===== src/rtl/sprite_plotter.sv =====
// rtl/sprite_plotter.sv - serialises a masked, screen-clipped sprite into single-pixel VGA writes
module sprite_plotter #(
    parameter int SPRITE_W = 8,
    parameter int SPRITE_H = 8,
    parameter int SCREEN_W = 160,
    parameter int SCREEN_H = 120,
    parameter logic [SPRITE_W*SPRITE_H-1:0] MASK = '1,
    parameter logic [2:0] BG_COLOUR = 3'b000
) (
    input  logic       clk,
    input  logic       reset,
    input  logic       start,
    input  logic       erase,
    input  logic [7:0] x_in,
    input  logic [6:0] y_in,
    input  logic [2:0] colour,
    output logic       busy,
    output logic       done,
    output logic [7:0] vga_x,
    output logic [6:0] vga_y,
    output logic [2:0] vga_colour,
    output logic       vga_plot
);

    localparam int N = SPRITE_W * SPRITE_H;

    typedef enum logic [1:0] {IDLE, DRAW, FIN} state_t;

    state_t       state_q;
    logic [7:0]   x0_q;
    logic [6:0]   y0_q;
    logic         erase_q;
    logic [2:0]   colour_q;
    logic [4:0]   cx_q;
    logic [4:0]   cy_q;
    logic [N-1:0] mask_q;
    logic         busy_q;
    logic         done_q;
    logic         plot_q;
    logic [7:0]   vx_q;
    logic [6:0]   vy_q;
    logic [2:0]   vc_q;

    logic [8:0]   x_sum;
    logic [7:0]   y_sum;
    logic         in_bounds;
    logic         last_pix;

    // One extra bit on the sums so sprites hanging off the right/bottom clip instead of wrapping
    assign x_sum     = {1'b0, x0_q} + {4'b0000, cx_q};
    assign y_sum     = {1'b0, y0_q} + {3'b000, cy_q};
    assign in_bounds = (x_sum < 9'(SCREEN_W)) && (y_sum < 8'(SCREEN_H));
    assign last_pix  = (cx_q == 5'(SPRITE_W - 1)) && (cy_q == 5'(SPRITE_H - 1));

    always_ff @(posedge clk or posedge reset) begin
        if (reset) begin
            state_q  <= IDLE;
            x0_q     <= '0;
            y0_q     <= '0;
            erase_q  <= 1'b0;
            colour_q <= '0;
            cx_q     <= '0;
            cy_q     <= '0;
            mask_q   <= '0;
            busy_q   <= 1'b0;
            done_q   <= 1'b0;
            plot_q   <= 1'b0;
            vx_q     <= '0;
            vy_q     <= '0;
            vc_q     <= '0;
        end else begin
            case (state_q)
                IDLE: begin
                    plot_q <= 1'b0;
                    done_q <= 1'b0;
                    // busy still high here means the pass just finished; starts wait one more edge
                    if (busy_q) begin
                        busy_q <= 1'b0;
                    end else if (start) begin
                        x0_q     <= x_in;
                        y0_q     <= y_in;
                        erase_q  <= erase;
                        colour_q <= colour;
                        cx_q     <= '0;
                        cy_q     <= '0;
                        mask_q   <= MASK;
                        busy_q   <= 1'b1;
                        state_q  <= DRAW;
                    end
                end
                DRAW: begin
                    vx_q   <= x_sum[7:0];
                    vy_q   <= y_sum[6:0];
                    vc_q   <= erase_q ? BG_COLOUR : colour_q;
                    plot_q <= mask_q[0] && in_bounds;
                    mask_q <= mask_q >> 1;
                    if (cx_q == 5'(SPRITE_W - 1)) begin
                        cx_q <= '0;
                        cy_q <= cy_q + 5'd1;
                    end else begin
                        cx_q <= cx_q + 5'd1;
                    end
                    if (last_pix) begin
                        state_q <= FIN;
                    end
                end
                FIN: begin
                    plot_q  <= 1'b0;
                    done_q  <= 1'b1;
                    state_q <= IDLE;
                end
                default: begin
                    state_q <= IDLE;
                end
            endcase
        end
    end

    assign busy       = busy_q;
    assign done       = done_q;
    assign vga_x      = vx_q;
    assign vga_y      = vy_q;
    assign vga_colour = vc_q;
    assign vga_plot   = plot_q;

endmodule


===== config.mk =====
export PLATFORM = sky130hd
export DESIGN_NAME = sprite_plotter
export DESIGN_NICKNAME = d
export VERILOG_FILES = /design/src/rtl/sprite_plotter.sv
export SDC_FILE = /design/constraint.sdc
export NUM_CORES = 1
export LEC_CHECK = 0
export CORE_MARGIN = 5
export CORE_UTILIZATION = 60
export CTS_BUF_LIST = sky130_fd_sc_hd__clkbuf_8
export DETAILED_ROUTE_END_ITERATION = 10
export PLACE_DENSITY_LB_ADDON = 0.15
export SYNTH_ARGS = -nofsm -noshare
export SYNTH_HDL_FRONTEND = slang
export SYNTH_SLANG_ARGS = --single-unit

===== constraint.sdc =====
create_clock -name clk -period 4.3 [get_ports clk]
set_clock_uncertainty 0.15 [all_clocks]
set_input_delay 0.645 -clock clk [delete_from_list [all_inputs] [get_ports clk]]
set_output_delay 0.645 -clock clk [all_outputs]
set_load 0.03 [all_outputs]

==> results.py <==
metrics = {
    "timing": {
        "worst_pin_slew_ps": 978,
        "setup_viol": 0,
        "period_share_pct": 57.1,
        "hold_viol_final": 0,
        "rsz0062_at_grt": "no",
        "maxSlewViolCount": 0,
        "period_needed_ps": 2460,
        "setup_tns_ps": 0,
        "relSlewSlack_pct": 34.7,
        "max_freq_ghz": 0.407,
    },
    "clocking": {
        "cts_resized": 0,
        "cts_tree": "done",
        "insertion_delay_ps": 430,
        "cts_setup_buffers": 0,
        "clkSlewWorstSetupHoldPaths_ps": 70,
        "cts_buffers": 17,
        "clock_path_buffers": 2,
        "cts_root_buffer": "clkbuf_8",
        "cts.htree.levels": 4,
        "cts_hold_buf": 0,
        "cts_sinks": 116,
    },
    "logic_synthesis": {
        "synth_xor_area_share_pct": 2.80,
        "synth_compound_area_share_pct": 18.5,
        "synth_fa_ha_area_share_pct": 3.80,
        "ys_ff_latch": 116,
        "yosys.area_share.simple_pct": 11.8,
        "synth_top_family_by_area": "compound AO/OA/AOI/OAI gates",
        "syn_area_mm2": 0.00501,
        "yosysSeqAreaShare_pct": 58.0,
        "synth.area.mux_share_pct": 0.225,
        "async_flop_share_pct": 100,
        "yosysWarnings": 0,
        "avgSynthCellArea_um2": 11.6,
        "synth_edf_count": 0,
        "synth_cell_type_count": 42,
        "synth_cells": 432,
        "synth_nets": 468,
        "synthFlopType": "dfrtp_1",
    },
    "die": {
        "die_w_um": 101,
        "die-area_mm2": 0.0103,
        "core-area_mm2": 0.00818,
        "row_count": 33,
        "io_pins": 43,
        "initial_core_util_pct": 61.3,
        "die_y_um": 101,
    },
    "pwr": {
        "total_power_w": 0.00453,
        "cell_internal_pwr_w": 0.00294,
        "p_clk_share_pct": 23.7,
        "seqPwrFrac_pct": 41.0,
        "leakage_nw": 2.76,
        "swShare_pct": 35.1,
        "peakVddDrop_v": 0.000389,
        "pwr-share-comb_pct": 35.2,
        "p_sw_w": 0.00159,
        "power_density_mw_per_mm2": 775,
    },
    "worst_setup_path": {
        "slowest_delay_ps": 870,
        "cp.required_ps": 4490,
        "crit_slowest_cell": "nor2b_4",
        "path_max_fanout": 42,
        "arrival_ps": 2640,
        "r2r_start": "state_q[0]",
        "critPathKind": "reg -> reg",
        "cp-end-kind": "flip-flop",
        "r2r_cells": 5,
        "r2r_setup_slack_ps": 1840,
        "r2r_end": "vga_plot",
        "startpoint_type": "flip-flop",
        "path_cells": "nor2b_4 > o211ai_1 > a41oi_1 > o31ai_1 > o21ai_0",
    },
    "outcome": {
        "outcome": "complete, no violations",
    },
    "layout": {
        "post-route-util_pct": 71.5,
        "final_layout_size_suffix_gt1_share_pct": 9.21,
        "design_area_mm2": 0.00585,
        "n_fill_cell": 582,
        "antenna_cells": 0,
        "layout.nets": 501,
        "area_growth_pct": 16.7,
    },
    "drt": {
        "ant_nets": 0,
        "wl_mm": 9.68,
        "num_vias": 3475,
        "post_drt_wl_per_cell_um": 16.6,
        "routed_via_density": 5.96,
        "drtIter0Drc": 214,
        "drc_errors": 0,
        "drtPass1Iterations": 5,
    },
    "place": {
        "io_buffers": 42,
        "postPlaceCellArea_mm2": 0.00542,
        "gp_congestion": 0.793,
        "post-dp-hpwl_mm": 5.89,
    },
    "min_path": {
        "worstHoldEndpoint": "vga_x[0]",
        "hold_path.class": "reg -> reg",
        "hold_depth": 2,
        "hold_start": "vga_x[0]",
    },
    "job": {
        "max-cap-violations": 0,
    },
    "global_route": {
        "grt_max_degree": 71,
        "first_global_vias": 3473,
        "grt_pass1_wl_mm": 16.8,
        "antenna_found_initial": 0,
        "grt_usage_pct": 20.7,
        "grt_overflow": 0,
    },
}
## worst max-delay path, delay by kind of cell (launching register included)
family / cells / cell delay (ps)
flip-flops: 1 / 550
AND/OR/NAND/NOR: 1 / 870
AO/OA/AOI/OAI: 4 / 780
## worst max path at each step
stage,from,to,cells after the start
floorplan,reset,busy,1
global placement,start,mask_q[17],5
detailed placement,start,mask_q[59],5
CTS,state_q[0],vga_plot,5
global route,state_q[0],vga_plot,5
finish,state_q[0],vga_plot,5
## synth_stat cells (all sizes together), types with 2 or more instances
library cell  number  area share, %
ha                12            3.0
a21oi              6           0.67
buf               24            3.6
a211oi             3           0.45
xnor2              7            1.2
xor2               9            1.6
o21ai             23            2.3
nor2              12            1.0
a21o               5           0.75
nand4              3           0.37
nor3               5           0.72
and2               2           0.25
nand2b             3           0.52
nand3              4           0.40
clkbuf             9           0.67
a31oi              3           0.37
dfrtp            116             58
or3                2           0.25
fa                 2           0.80
nand2             94            7.0
inv                9           0.67
o31ai              2           0.30
a221o             63             13
nand3b             4           0.60
## layout by cell type (no fill, tap or decap), types with 4 or more instances in the layout
cell type / synthesis / final
dfrtp_1: 116 / 116
nand2_1: 94 / 94
a221o_1: 63 / 63
clkdlybuf4s50_1: 0 / 42
o21ai_0: 21 / 21
clkbuf_8: 0 / 19
ha_1: 12 / 12
inv_1: 8 / 11
nor2_1: 10 / 10
xor2_1: 9 / 9
xnor2_1: 7 / 7
a21oi_1: 5 / 5
nor3_1: 4 / 4
nand3_1: 4 / 4
nand3b_1: 4 / 4
a21o_1: 5 / 4
bufinv_16: 0 / 4
## kinds of logic after synthesis
group | count (synthesis)
xor+xnor | 16
mux | 1
fa+ha+maj | 14
simple gates | 132
flops | 116
buf+inv | 42
compound gates | 111
## metal layers
metal  global-route usage [%]  wire (um)
met1                     28.2       4470
met2                     32.4       4660
met3                     6.27        478
met4                     6.44         75
met5                        0          0
## area by class of cell
cell class	count	area, um2	share of cell area, %
repair buffers	47	483	8.26
inverters	9	36.3	0.621
flip-flops and latches	116	2900	49.7
multi-input cells	274	1860	31.9
clock inverters	13	166	2.85
clock buffers	19	262	4.47
well taps	105	131	2.25
## flip-flops by register name (all words and copies together), names as in the netlist, 5 cells and up
register and flops:
x0_q 8, vga_y 7, mask_q 64, cy_q 5
vga_x 8, y0_q 7, cx_q 5
## metrics by stage
| stage | hold slack [ps] | setup WS, ps | instances |
|---|---|---|---|
| 2_1_floorplan | 296 | 433 | 432 |
| 3_3_place_gp | 304 | 1580 | 551 |
| 3_5_place_dp | 312 | 1510 | 551 |
| 4_1_cts | 329 | 1850 | 583 |
| 5_1_grt | 344 | 1630 | 583 |
| 6_report | 327 | 1840 | 583 |
## power by group through the flow
stage	Sequential [W]	Clock, W	Combinational, W
after CTS	0.00186	0.00109	0.00161
after global placement	0.00186	0	0.00154
after floorplan	0.00196	0	0.00102
final	0.00186	0.00107	0.00160
after global routing	0.00192	0.00115	0.00177
after detailed placement	0.00187	0	0.00159
Note: power is estimated with default switching activity, not from simulation.
